## config.mk

```make
export PLATFORM = sky130hd
export DESIGN_NAME = fp_cmp_pipe_flat
export DESIGN_NICKNAME = d
export VERILOG_FILES = /design/src/rtl/fp_cmp_pipe_if.sv /design/src/rtl/fp_cmp_pipe.sv /design/src/flat_wrapper.sv
export SDC_FILE = /design/constraint.sdc
export NUM_CORES = 1
export LEC_CHECK = 0
export ABC_AREA = 1
export BUFFER_PORTS_ARGS = -buffer_cell sky130_fd_sc_hd__buf_4
export CAP_MARGIN = 25
export CORE_MARGIN = 4
export CORE_UTILIZATION = 54
export DETAILED_ROUTE_END_ITERATION = 10
export PLACE_DENSITY = 0.86
export SYNTH_ARGS = -nofsm -noshare
export SYNTH_HDL_FRONTEND = slang
export SYNTH_SLANG_ARGS = --single-unit
export TNS_END_PERCENT = 20
```

## constraint.sdc

```tcl
create_clock -name clk -period 2.5 [get_ports clk]
set_input_delay 0 -clock clk [delete_from_list [all_inputs] [get_ports clk]]
set_output_delay 0 -clock clk [all_outputs]
set_load 0.02 [all_outputs]
```

## src/rtl/fp_cmp_pipe_if.sv

```systemverilog
// Operand/result bus for the FP compare pipeline.
// The master side issues operations and consumes results; the slave side is the unit itself.
interface fp_cmp_pipe_if #(
  parameter int unsigned FLEN  = 32,
  parameter int unsigned TAG_W = 5
);
  logic             flush;
  logic             in_valid;
  logic             in_ready;
  logic [2:0]       op;
  logic [FLEN-1:0]  a;
  logic [FLEN-1:0]  b;
  logic [TAG_W-1:0] in_tag;
  logic             out_valid;
  logic             out_ready;
  logic [FLEN-1:0]  y;
  logic             nv;
  logic [TAG_W-1:0] out_tag;

  modport master (
    output flush, in_valid, op, a, b, in_tag, out_ready,
    input  in_ready, out_valid, y, nv, out_tag
  );

  modport slave (
    input  flush, in_valid, op, a, b, in_tag, out_ready,
    output in_ready, out_valid, y, nv, out_tag
  );
endinterface

```

## src/rtl/fp_cmp_pipe.sv

```systemverilog
// Pipelined IEEE-754 FEQ/FLT/FLE/FMIN/FMAX unit with NV flag and tag passthrough.
// Stage 0 computes the result; later stages are elastic delay registers.
module fp_cmp_pipe #(
  parameter int unsigned EXP_W  = 8,
  parameter int unsigned MAN_W  = 23,
  parameter int unsigned STAGES = 2,
  parameter int unsigned TAG_W  = 5
) (
  input  logic          clk,
  input  logic          rst,
  fp_cmp_pipe_if.slave  bus
);
  localparam int unsigned FLEN = 1 + EXP_W + MAN_W;
  localparam logic [2:0] OP_FEQ  = 3'd0;
  localparam logic [2:0] OP_FLT  = 3'd1;
  localparam logic [2:0] OP_FLE  = 3'd2;
  localparam logic [2:0] OP_FMIN = 3'd3;
  localparam logic [2:0] OP_FMAX = 3'd4;
  // Canonical quiet NaN: sign 0, exponent all ones, mantissa MSB only.
  localparam logic [FLEN-1:0] QNAN = FLEN'({(EXP_W + 1){1'b1}}) << (MAN_W - 1);

  logic w_a_sgn, w_b_sgn, w_a_nan, w_b_nan, w_a_snan, w_b_snan;
  logic w_both_zero, w_mag_lt, w_mag_gt, w_ord_lt, w_lt, w_eq;
  logic [FLEN-1:0] w_y;
  logic            w_nv;

  assign w_a_sgn  = bus.a[FLEN-1];
  assign w_b_sgn  = bus.b[FLEN-1];
  assign w_a_nan  = (&bus.a[FLEN-2:MAN_W]) & (|bus.a[MAN_W-1:0]);
  assign w_b_nan  = (&bus.b[FLEN-2:MAN_W]) & (|bus.b[MAN_W-1:0]);
  assign w_a_snan = w_a_nan & ~bus.a[MAN_W-1];
  assign w_b_snan = w_b_nan & ~bus.b[MAN_W-1];
  assign w_both_zero = ~(|bus.a[FLEN-2:0]) & ~(|bus.b[FLEN-2:0]);
  assign w_mag_lt = bus.a[FLEN-2:0] < bus.b[FLEN-2:0];
  assign w_mag_gt = bus.a[FLEN-2:0] > bus.b[FLEN-2:0];

  // Sign-magnitude order where -0 sorts below +0; min/max rely on that.
  assign w_ord_lt = (w_a_sgn != w_b_sgn) ? w_a_sgn : (w_a_sgn ? w_mag_gt : w_mag_lt);
  assign w_lt     = ~w_both_zero & w_ord_lt;
  assign w_eq     = (bus.a == bus.b) | w_both_zero;

  always_comb begin : compute
    w_y  = '0;
    w_nv = 1'b0;
    case (bus.op)
      OP_FEQ: begin
        w_y  = FLEN'(~w_a_nan & ~w_b_nan & w_eq);
        w_nv = w_a_snan | w_b_snan;
      end
      OP_FLT: begin
        w_y  = FLEN'(~w_a_nan & ~w_b_nan & w_lt);
        w_nv = w_a_nan | w_b_nan;
      end
      OP_FLE: begin
        w_y  = FLEN'(~w_a_nan & ~w_b_nan & (w_lt | w_eq));
        w_nv = w_a_nan | w_b_nan;
      end
      OP_FMIN, OP_FMAX: begin
        if (w_a_nan & w_b_nan)  w_y = QNAN;
        else if (w_a_nan)       w_y = bus.b;
        else if (w_b_nan)       w_y = bus.a;
        else if (bus.op == OP_FMIN) w_y = w_ord_lt ? bus.a : bus.b;
        else                    w_y = w_ord_lt ? bus.b : bus.a;
        w_nv = w_a_snan | w_b_snan;
      end
      default: begin
        w_y  = '0;
        w_nv = 1'b0;
      end
    endcase
  end

  logic [STAGES-1:0] r_v;
  logic [STAGES-1:0] r_nv;
  logic [FLEN-1:0]   r_y   [STAGES];
  logic [TAG_W-1:0]  r_tag [STAGES];
  logic [STAGES-1:0] w_load;

  // Stage k may load unless it and every stage downstream are full and the output stalls.
  always_comb begin : load_chain
    logic full;
    full   = 1'b1;
    w_load = '0;
    for (int k = STAGES - 1; k >= 0; k--) begin
      full      = full & r_v[k];
      w_load[k] = bus.out_ready | ~full;
    end
  end

  always_ff @(posedge clk or posedge rst) begin
    if (rst) begin
      r_v  <= '0;
      r_nv <= '0;
      for (int k = 0; k < STAGES; k++) begin
        r_y[k]   <= '0;
        r_tag[k] <= '0;
      end
    end else begin
      if (w_load[0]) begin
        r_v[0]   <= bus.in_valid;
        r_y[0]   <= w_y;
        r_nv[0]  <= w_nv;
        r_tag[0] <= bus.in_tag;
      end
      for (int k = 1; k < STAGES; k++) begin
        if (w_load[k]) begin
          r_v[k]   <= r_v[k-1];
          r_y[k]   <= r_y[k-1];
          r_nv[k]  <= r_nv[k-1];
          r_tag[k] <= r_tag[k-1];
        end
      end
      if (bus.flush) r_v <= '0;
    end
  end

  assign bus.in_ready  = w_load[0];
  assign bus.out_valid = r_v[STAGES-1];
  assign bus.y         = r_y[STAGES-1];
  assign bus.nv        = r_nv[STAGES-1];
  assign bus.out_tag   = r_tag[STAGES-1];
endmodule

```

## src/flat_wrapper.sv

```systemverilog
// flat-port wrapper written by rule: the top's interface ports become plain ports
module fp_cmp_pipe_flat 
#(
  parameter int unsigned EXP_W  = 8,
  parameter int unsigned MAN_W  = 23,
  parameter int unsigned STAGES = 2,
  parameter int unsigned TAG_W  = 5
)
  (clk, rst, bus_flush, bus_in_valid, bus_op, bus_a, bus_b, bus_in_tag, bus_out_ready, bus_in_ready, bus_out_valid, bus_y, bus_nv, bus_out_tag);
  fp_cmp_pipe_if #(.FLEN(32), .TAG_W(TAG_W)) bus_i ();
  input  logic clk;
  input  logic rst;
  input wire logic [$bits(bus_i.flush)-1:0] bus_flush;
  input wire logic [$bits(bus_i.in_valid)-1:0] bus_in_valid;
  input wire logic [$bits(bus_i.op)-1:0] bus_op;
  input wire logic [$bits(bus_i.a)-1:0] bus_a;
  input wire logic [$bits(bus_i.b)-1:0] bus_b;
  input wire logic [$bits(bus_i.in_tag)-1:0] bus_in_tag;
  input wire logic [$bits(bus_i.out_ready)-1:0] bus_out_ready;
  output wire logic [$bits(bus_i.in_ready)-1:0] bus_in_ready;
  output wire logic [$bits(bus_i.out_valid)-1:0] bus_out_valid;
  output wire logic [$bits(bus_i.y)-1:0] bus_y;
  output wire logic [$bits(bus_i.nv)-1:0] bus_nv;
  output wire logic [$bits(bus_i.out_tag)-1:0] bus_out_tag;
  assign bus_i.flush = bus_flush;
  assign bus_i.in_valid = bus_in_valid;
  assign bus_i.op = bus_op;
  assign bus_i.a = bus_a;
  assign bus_i.b = bus_b;
  assign bus_i.in_tag = bus_in_tag;
  assign bus_i.out_ready = bus_out_ready;
  assign bus_in_ready = bus_i.in_ready;
  assign bus_out_valid = bus_i.out_valid;
  assign bus_y = bus_i.y;
  assign bus_nv = bus_i.nv;
  assign bus_out_tag = bus_i.out_tag;
  fp_cmp_pipe #(.EXP_W(EXP_W), .MAN_W(MAN_W), .STAGES(STAGES), .TAG_W(TAG_W)) u_core (.clk(clk), .rst(rst), .bus(bus_i));
endmodule
```

==> flow_results.org, run 1 <==
** GRT
- Vias in the first global route :: about 4.8k
- Entering global routing, the biggest net connects 45 pins.
- GRT Residual Overflow :: 0
- Initial antenna violation count :: 0
- Global router's overall resource usage :: 0.266
- The first global-routing pass estimated between 20,000 and 25,000 um of wire.

** Placement
- Once detailed placement completed, the half-perimeter wirelength came to about 10000 um.
- Cell area after placement :: 5610 um^2
- In this run the tool buffered the top-level ports with 116 buffer cells.
- Final weighted congestion of routability-driven global placement :: roughly 0.9

** Synthesis
- Avg Synthesized Cell Area :: around 7.5 um^2
- Post-synthesis simple-gate area fraction :: 0.265
- Post-Synth Adder-Cell Area :: 0.0843
- Largest family of logic cells by synthesized area :: simple AND/OR/NAND/NOR gates
- The cell count after synthesis came out at 654.
- Of the total synthesized cell area, the portion taken by XOR and XNOR cells is 0.
- Synthesis produced a netlist with a net count of 764.
- The portion of synthesized area spent on multiplexers is 0.
- Area fraction in compound gates after synthesis :: 0.112
- In this run, distinct cell masters in the synthesized netlist total 29.
- Yosys printed 0 warnings.
- The synthesized design contains 78 register bits.
- Cell area after technology mapping :: roughly 4900 um^2
- Portion of the post-synthesis area used by sequential elements :: 0.398

** Timing
- Setup repair after global routing could not meet its margin everywhere.
- Setup violations remaining at the end of the flow were counted as 0.
- Setup TNS :: 0 ns
- Timing would allow up to 414 MHz.
- Worst Skew :: between 0.01 and 0.015 ns
- Max Transition Viols Final :: 0
- At the pin with the least slew margin, the transition time is 0.744 ns.
- Hold Fails Final Rpt :: 0
- Headroom to the max-slew limit came out at 0.504.
- Clock period minus worst slack :: ~2.4 ns
- In the finished design, the share of the clock period the worst path needs comes to 0.966.

** Floorplan
- Placeable core area :: ~8800 um^2
- The die covers between 10,000 and 15,000 um^2.
- Top-level I/O count :: approximately 120
- Die span in y :: approximately 100 um
- Placement Rows :: 34
- Die width :: 103 um
- For this configuration, the core starts out at a cell density of 0.559.

** Routing
- The detailed router placed approximately 4.9k vias in this run.
- After the first detailed-routing iteration, the DRC count stood at 305.
- After detailed routing, the average wire length per cell comes to around 16 um.
- In the routed layout, each cell is associated on average with a via count of between 5 and 6.
- The first detailed-routing pass ran for 6 iterations.
- Number of routed nets with antenna violations :: 0
- The routed design has ~14,000 um of wire.
- For this run, design rule violations remaining after detail routing come to 0.

** Clock tree
- Clock root buffer :: sky130_fd_sc_hd__clkbuf_8
- The clock passes through at most 2 buffers.
- TritonCTS clock tree :: built
- Number of clock buffers inserted by TritonCTS :: 9
- The H-tree generated during clock tree synthesis spans 3 levels.
- Number of clock sinks seen by CTS :: roughly 80
- For the worst-skew pair, the clock arrives at the later sink with an insertion delay of 0.36 ns.
- Clock-pin slew was measured on the worst setup and hold paths at ~0.08 ns.

** Cells and area
- The finished cells cover approximately 6500 um^2.
- The library cells used most frequently in the layout, excluding fill and tap cells, are sky130_fd_sc_hd__nand2_1 (230), sky130_fd_sc_hd__buf_4 (131), sky130_fd_sc_hd__dfrtp_1 (78), sky130_fd_sc_hd__inv_1 (75), sky130_fd_sc_hd__dlygate4sd3_1 (54).
- Post-synthesis to final-layout area growth :: 31.7%
- 0 antenna diodes ended up in the layout.
- Leaving out fill and tap cells, the most frequent cell in the layout is sky130_fd_sc_hd__nand2_1.
- After the last flow step, the layout net total stands at 904.
- Fill cells in the final layout number 622.
- Fraction of layout cells with a size suffix above 1 :: 0.229

** Worst hold path
- Hold Path Class :: primary input to register

** Power
- The analysis attributes to cell leakage a power of about 3.5 nW.
- Areal power density over the cells :: 519 nW/um^2
- The worst-case IR drop observed on VDD is approximately 260 uV.

** Worst setup path
- By startpoint and endpoint, the worst setup path is classified as primary input to register.
- The worst setup path is captured at a register.
- Dominant delay contributor by cell family on the critical path :: simple AND/OR/NAND/NOR gates
- Maximum fanout along the worst path :: 15
- On the critical path, the stage with the largest delay is an instance of sky130_fd_sc_hd__dlygate4sd3_1.
- The largest single stage delay on the critical path is roughly 0.54 ns.
- By instance count, the cell type seen most on the critical path is sky130_fd_sc_hd__nand2_1.
- Data arrival time of the critical path :: between 2 and 3 ns
- Critical path required time :: approximately 2.7 ns
- The signal on the critical path passes through dlygate4sd3_1 -> buf_4 -> inv_1 -> ha_1 -> nand2_1 -> nor2_2 -> buf_4 -> a21oi_2 -> nand2_1 -> nand2_1 -> nand3_1 -> nand2_2 -> nand2_1 -> nand2_2 -> nand3_4 -> nand2_8 -> buf_8 -> nand2_1 -> nand3_1 -> nand2_1 -> nand2_1 -> nand2_1.
- The critical path contains buffers and inverters numbering 5 combined.
- CP Launch Type :: primary input

** Flow run
- Max-cap violations in this run came to 0.

** Outcome
- Outcome :: finished clean
cell type report:
class | count | area (um^2) | area share
clock inverter | 5 | 58.8 | 0.00912
tap | 108 | 135 | 0.0209
multi-input combinational | 439 | 2300 | 0.357
clock buffer | 11 | 141 | 0.0219
inverter | 78 | 294 | 0.0456
timing repair buffer | 188 | 1570 | 0.243
sequential | 78 | 1950 | 0.303
per-stage QoR:
stage	utilization	total power [W]	worst slack (ns)	instances	hold slack [ns]
after floorplan	-	0.00204	0.505	654	0.0631
after global placement	0.640	0.00225	0.249	832	0.143
after detailed placement	0.640	0.00228	0.164	832	0.147
after CTS	0.725	0.00330	0.00192	902	0.00386
after global routing	0.736	0.00350	-0.0914	907	0.0146
final	0.736	0.00335	0.0857	907	0.00628
sequential cells by signal, summed over array words and instances, names as in the netlist:
register,count
u_core.bus.out_tag,5
u_core.r_v,2
u_core.r_tag,5
u_core.bus.y,32
u_core.r_y,32
u_core.r_nv,2
routing by layer:
metal	GRT usage	up-vias	share of wire
li1	-	2338	-
met1	0.340	2310	0.40
met2	0.454	244	0.50
met3	0.0349	46	0.069
met4	0.118	0	0.030
met5	0	-	0
synthesized netlist by cell type (all sizes together):
cell type  count  area [um^2]
inv           76          285
a22o           1         8.76
o22ai          7         43.8
nor3           7         40.0
nor4          15         93.8
nand2        242          931
buf           47          352
ha            33          413
clkinv         2         7.51
nor2          21         88.8
clkbuf        12         45.0
nand3         15         92.6
dfrtp         78         1950
nand4          7         50.1
o21ai         54          300
a21o           2         15.0
a21oi         33          165
o211ai         2         15.0
worst register-to-register path, delay by kind of cell (launching register included):
family                 cells  cell delay, ns
AO/OA/AOI/OAI              2            0.24
AND/OR/NAND/NOR            3            0.35
flip-flops                 1            0.35
buffers and inverters      5            0.95
kinds of logic (layout without fill, tap and decap cells):
family | count (synthesis) | count (layout)
simple gates | 307 | 307
buf+inv | 137 | 282
compound gates | 99 | 99
flops | 78 | 78
fa+ha+maj | 33 | 33
repair_timing:
action,in CTS,in global routing
hold buffers,54,0
setup buffers,0,5
setup endpoints to repair,0,24
resized for setup,0,16
endpoints found under the hold margin,77,0
power breakdown:
| part | total (W) | switching [W] | internal (W) |
|---|---|---|---|
| combinational | 0.000931 | 0.000520 | 0.000412 |
| sequential | 0.00146 | 0.0000734 | 0.00139 |
| clock | 0.000953 | 0.000464 | 0.000488 |
| total | 0.00335 | 0.00106 | 0.00229 |
final timing paths:
check	start	to	slack, ns	cells after the start
max reg2reg	u_core.r_v[1]	u_core.r_y[63]	0.48	10
max	bus_b[12]	u_core.r_y[32]	0.09	22
min reg2reg	u_core.r_y[47]	u_core.bus.y[15]	0.47	2
min in group asynchronous	rst	u_core.bus.y[11]	0.29	3
max in group asynchronous	rst	u_core.bus.y[20]	1.43	4
min	bus_a[3]	u_core.r_y[35]	0.006	3
Note: power is estimated with default switching activity, not from simulation.
==> inputs of run 2 (changes only) <==
--- a/config.mk
+++ b/config.mk
@@ -5,13 +5,12 @@
 export SDC_FILE = /design/constraint.sdc
 export NUM_CORES = 1
 export LEC_CHECK = 0
-export ABC_AREA = 1
 export BUFFER_PORTS_ARGS = -buffer_cell sky130_fd_sc_hd__buf_4
 export CAP_MARGIN = 25
 export CORE_MARGIN = 4
-export CORE_UTILIZATION = 54
+export CORE_UTILIZATION = 55
 export DETAILED_ROUTE_END_ITERATION = 10
-export PLACE_DENSITY = 0.86
+export PLACE_DENSITY = 0.87
 export SYNTH_ARGS = -nofsm -noshare
 export SYNTH_HDL_FRONTEND = slang
 export SYNTH_SLANG_ARGS = --single-unit
==> run 2 against run 1 <==
  * Routed wire length rose by 21%
  * Combinational power fell by 6.7%
  * Clock power rose by 8%
  * Highest routed layer unchanged
==> flow_results.org, run 2 <==
** Worst setup path
- The most prevalent standard cell on the critical path is sky130_fd_sc_hd__nand3_1 (was sky130_fd_sc_hd__nand2_1).
- The type of destination of the critical path is a register (unchanged).
- The slowest cell on the critical path was sky130_fd_sc_hd__or4_4 (was sky130_fd_sc_hd__dlygate4sd3_1).
- CP Class :: primary input to register (unchanged)
- Maximum fanout along the worst path :: 7 (was 15)
- Slowest stage delay, CP :: 0.63 ns (was 0.54 ns)
- The required time of the critical path came to 2.72 ns (was 2.74 ns).
- Cell-by-cell listing of the critical path: dlymetal6s4s_1 -> buf_6 -> inv_1 -> ha_1 -> nand4_1 -> nor4_4 -> o21a_2 -> nor3_4 -> buf_4 -> or4_4 -> nand3_1 -> nand3_1 (was dlygate4sd3_1 -> buf_4 -> inv_1 -> ha_1 -> nand2_1 -> nor2_2 -> buf_4 -> a21oi_2 -> nand2_1 -> nand2_1 -> nand3_1 -> nand2_2 -> nand2_1 -> nand2_2 -> nand3_4 -> nand2_8 -> buf_8 -> nand2_1 -> nand3_1 -> nand2_1 -> nand2_1 -> nand2_1).
- The buffers plus inverters on the worst setup path is 4 (was 5).
- The data arrival at the endpoint of the critical path is 2.57 ns (was 2.66 ns).
- CP Launch Type :: primary input (unchanged)
- The cell family contributing the most delay on the critical path is simple AND/OR/NAND/NOR gates (unchanged).

** Floorplan
- Die span in y :: 106 um (was 103 um)
- The area enclosed by the die boundary was 11,300 um^2 (was 10,700 um^2).
- Placeable core area :: 9330 um^2 (was 8760 um^2)
- The boundary pin count came to 117 (unchanged).
- The starting density of the core is 0.569 (was 0.559).
- Placement Rows :: 35 (was 34)
- The die outline width was 106 um (was 103 um).

** Clock tree
- The clock-pin slew of the registers on the worst-case setup and hold paths was 0.08 ns (about the same).
- The H-tree level count came to 3 (unchanged).
- The insertion delay to the later sink of the worst-skew pair was 0.34 ns (was 0.36 ns).
- Maximum clock insertion buffer count :: 2 (unchanged)
- TritonCTS clock tree :: built (unchanged)
- Number of clock sinks seen by CTS :: 78 (unchanged)
- The root buffer selected by CTS is sky130_fd_sc_hd__clkbuf_8 (unchanged).
- Number of clock buffers inserted by TritonCTS :: 9 (unchanged)

** Routing
- Total length of routed met3 wires :: 2230 um (was 980 um)
- The number of DRC markers after the initial detailed-route iteration is 882 (was 305).
- Drt via density :: 6.53 (was 5.44)
- The highest signal layer in the routed design is met4 (unchanged).
- Count of unresolved DRC violations after routing :: 0 (unchanged)
- The sum of routed wire segments on met1 is 6520 um (was 5690 um).
- Number of routed nets with antenna violations :: 0 (unchanged)
- The met2 routed wirelength was 7870 um (was 7150 um).
- The total number of vias came to 5,366 (was 4,938).
- The total routed wirelength was 17,200 um (was 14,300 um).
- DR pass1 iterations :: 8 (was 6)
- Wire length per cell :: 21.0 um (was 15.7 um)

** Synthesis
- Warning count from the yosys run :: 0 (unchanged)
- The number of flops mapped to enable cells by yosys was 0 (unchanged).
- The cell accounting for the most synthesized area was sky130_fd_sc_hd__dfrtp_1 (unchanged).
- The basic-gate share of the synthesized area counting and, or, nand and nor cells is 0.210 (was 0.265).
- Synth cell types :: 50 (was 29)
- Top cells by count, synth: sky130_fd_sc_hd__dfrtp_1 (78), sky130_fd_sc_hd__nand3_1 (54) (was sky130_fd_sc_hd__nand2_1 (233), sky130_fd_sc_hd__dfrtp_1 (78), sky130_fd_sc_hd__inv_1 (76), sky130_fd_sc_hd__buf_4 (38)).
- The primary flip-flop cell chosen by synthesis mapping was sky130_fd_sc_hd__dfrtp_1 (unchanged).
- Portion of synthesized cell area occupied by the leading cell type :: 0.368 (was 0.398)
- Portion of the post-synthesis area used by sequential elements :: 0.368 (was 0.398)
- The share of flip-flops with an asynchronous set or reset was 1.00 (unchanged).
- Post-Synth Adder-Cell Area :: 0.0778 (was 0.0843)
- Area fraction in compound gates after synthesis :: 0.152 (was 0.112)
- The number of instances in the synthesized netlist was 573 (was 654).
- Cell types occupying the most area after synthesis: sky130_fd_sc_hd__dfrtp_1 (37%), sky130_fd_sc_hd__mux2_2 (8.1%), sky130_fd_sc_hd__ha_1 (7.8%), sky130_fd_sc_hd__buf_4 (5.4%), sky130_fd_sc_hd__nand3_1 (5.1%) (was sky130_fd_sc_hd__dfrtp_1 (40%), sky130_fd_sc_hd__nand2_1 (18%), sky130_fd_sc_hd__ha_1 (8.4%), sky130_fd_sc_hd__buf_4 (5.8%), sky130_fd_sc_hd__inv_1 (5.8%)).
- The post-synthesis instance area is 5310 um^2 (was 4900 um^2).
- FF+latch count, synth :: 78 (unchanged)
- Xor and xnor area share after synthesis :: 0 (unchanged)
- The mean instance size in the synthesized netlist was 9.26 um^2 (was 7.49 um^2).
- Largest family of logic cells by synthesized area :: simple AND/OR/NAND/NOR gates (unchanged)
- Net count after synthesis :: 683 (was 764)
- The mux cell area share after synthesis is 0.0806 (was 0).
- Cell with the most instances after synthesis :: sky130_fd_sc_hd__dfrtp_1 (was sky130_fd_sc_hd__nand2_1)

** Timing
- The fmax was 425 MHz (was 414 MHz).
- Worst Skew :: 0.0100 ns (was 0.0111 ns)
- Setup TNS :: 0 ns (unchanged)
- Setup repair after global routing missed its margin: false (was true).
- The number of max-slew violations in the final report came to 0 (unchanged).
- Final setup violating endpoints :: 0 (unchanged)
- Fin crit share :: 0.941 (was 0.966)
- Relative slew margins :: 0.290 (was 0.504)
- The post-route worst setup slack came to 0.148 ns (was 0.0857 ns).
- Hold Fails Final Rpt :: 0 (unchanged)
- The slew at the pin closest to its max-slew limit came to 1.06 ns (was 0.744 ns).
- Clock period minus worst slack :: 2.35 ns (was 2.41 ns)

** GRT
- The largest net degree at the start of global routing is 45 (unchanged).
- The wire length of the first global-routing pass came to 25,100 um (was 22,200 um).
- The number of global-route vias before repair was 4,856 (was 4,781).
- The initial antenna violation count came to 0 (unchanged).
- Global router's overall resource usage :: 0.280 (was 0.266)
- GRT Residual Overflow :: 0 (unchanged)

** Cells and area
- The layout overhead on the synthesized area was 28.8% (was 31.7%).
- Fraction of layout cells with a size suffix above 1 :: 0.329 (was 0.229)
- Highest-count cells in the layout ignoring fill and taps :: sky130_fd_sc_hd__buf_4 (133), sky130_fd_sc_hd__dfrtp_1 (78), sky130_fd_sc_hd__nand3_1 (52), sky130_fd_sc_hd__mux2_2 (38) (was sky130_fd_sc_hd__nand2_1 (230), sky130_fd_sc_hd__buf_4 (131), sky130_fd_sc_hd__dfrtp_1 (78), sky130_fd_sc_hd__inv_1 (75), sky130_fd_sc_hd__dlygate4sd3_1 (54))
- Area of all sequential standard cells :: 1950 um^2 (unchanged)
- Area of combinational cells with multiple inputs :: 2880 um^2 (was 2300 um^2)
- The fill cell instance count of the final layout came to 650 (was 622).
- Commonest non-fill, non-tap cell in the layout :: sky130_fd_sc_hd__buf_4 (was sky130_fd_sc_hd__nand2_1)
- # nets final :: 798 (was 904)
- Antenna Cells :: 0 (unchanged)

** Power
- The leakage power total was 3.36 nW (was 3.47 nW).
- The maximum ir drop on the vdd rail is 309 uV (was 256 uV).
- Areal power density over the cells :: 487 nW/um^2 (was 519 nW/um^2)

** Worst hold path
- The type of the most critical hold path is primary input to register (unchanged).

** Flow run
- The max-capacitance violation count is 0 (unchanged).

** Placement
- The weighted congestion reported at the end of routability-driven placement is 0.935 (was 0.925).
- The post-placement setup slack was 0.000407 ns (was 0.164 ns).
- Buffers on Ports :: 116 (unchanged)
- DPL Wire Length :: 11,500 um (was 9970 um)

** Outcome
- Outcome: finished clean (unchanged).
==> run 2: cell count changes in the layout (fill, tap and decap cells not counted), sizes merged, moves of 37 or more <==
cell | before | now
nand2 | 242 | 38
nand3 | 15 | 64
mux2 | 0 | 38
inv | 75 | 38
o21ai | 54 | 17
==> run 2: worst paths after layout <==
path | startpoint | endpoint | slack [ns] | cells past startpoint
max in group asynchronous | rst | u_core.r_y[59] | 1.37 | 4
max reg2reg | u_core.r_v[1] | u_core.r_y[54] | 0.59 | 8
max | bus_b[16] | u_core.r_y[60] | 0.15 | 12
min in group asynchronous | rst | u_core.r_y[40] | 0.34 | 3
min reg2reg | u_core.r_tag[9] | u_core.r_tag[9] | 0.47 | 2
min | bus_b[19] | u_core.r_y[51] | 0.02 | 3
==> run 2: worst min-delay path, stage by stage <==
cell                       delay, ns
sky130_fd_sc_hd__buf_4          0.13
sky130_fd_sc_hd__o211ai_1       0.09
sky130_fd_sc_hd__nand3_1        0.10
==> run 2: logic make-up after synthesis <==
logic type / count (synthesis)
adder cells (fa/ha/maj): 33
AO/OA/AOI/OAI: 112
multiplexers: 38
flip-flops: 78
buffers and inverters: 114
AND/OR/NAND/NOR: 198
==> run 2: layout make-up <==
| class | count | share of cell area |
|---|---|---|
| Multi-Input combinational cell | 385 | 0.422 |
| Sequential cell | 78 | 0.286 |
| Timing Repair Buffer | 176 | 0.216 |
| Tap cell | 129 | 0.0236 |
| Inverter | 38 | 0.0209 |
| Clock buffer | 10 | 0.0201 |
| Clock inverter | 6 | 0.0124 |
==> run 2: metrics by stage <==
| step | util | power, W | hold slack, ns | cells | cell area (um^2) |
|---|---|---|---|---|---|
| 6_report | 0.733 | 0.00333 | 0.0233 | 822 | 6840 |
| 5_1_grt | 0.733 | 0.00345 | 0.00724 | 822 | 6840 |
| 4_1_cts | 0.713 | 0.00327 | 0.00505 | 811 | 6660 |
| 3_5_place_dp | 0.651 | 0.00221 | 0.168 | 759 | 6070 |
| 3_3_place_gp | 0.651 | 0.00218 | 0.162 | 759 | 6070 |
| 2_1_floorplan | - | 0.00192 | 0.0664 | 573 | 5310 |
==> run 2: metal layers <==
metal  track usage  vias to the layer above
met3        0.0425                       80
met4         0.110                        0
met2         0.448                      456
met5             0                        -
met1         0.383                     2495
li1              -                     2335
==> run 2: power by group <==
part	internal (W)	leakage, nW	total [W]	switching [W]
combinational	0.000395	2.22	0.000869	0.000475
clock	0.000586	0.108	0.00103	0.000443
sequential	0.00136	1.03	0.00143	0.0000690
==> run 2: what timing repair did <==
| action | CTS | global route |
|---|---|---|
| hold endpoints to repair | 70 | 0 |
| endpoints found under the setup margin | 0 | 31 |
| resized for setup | 0 | 20 |
| buffers inserted | 0 | 7 |
| hold buffers | 36 | 0 |
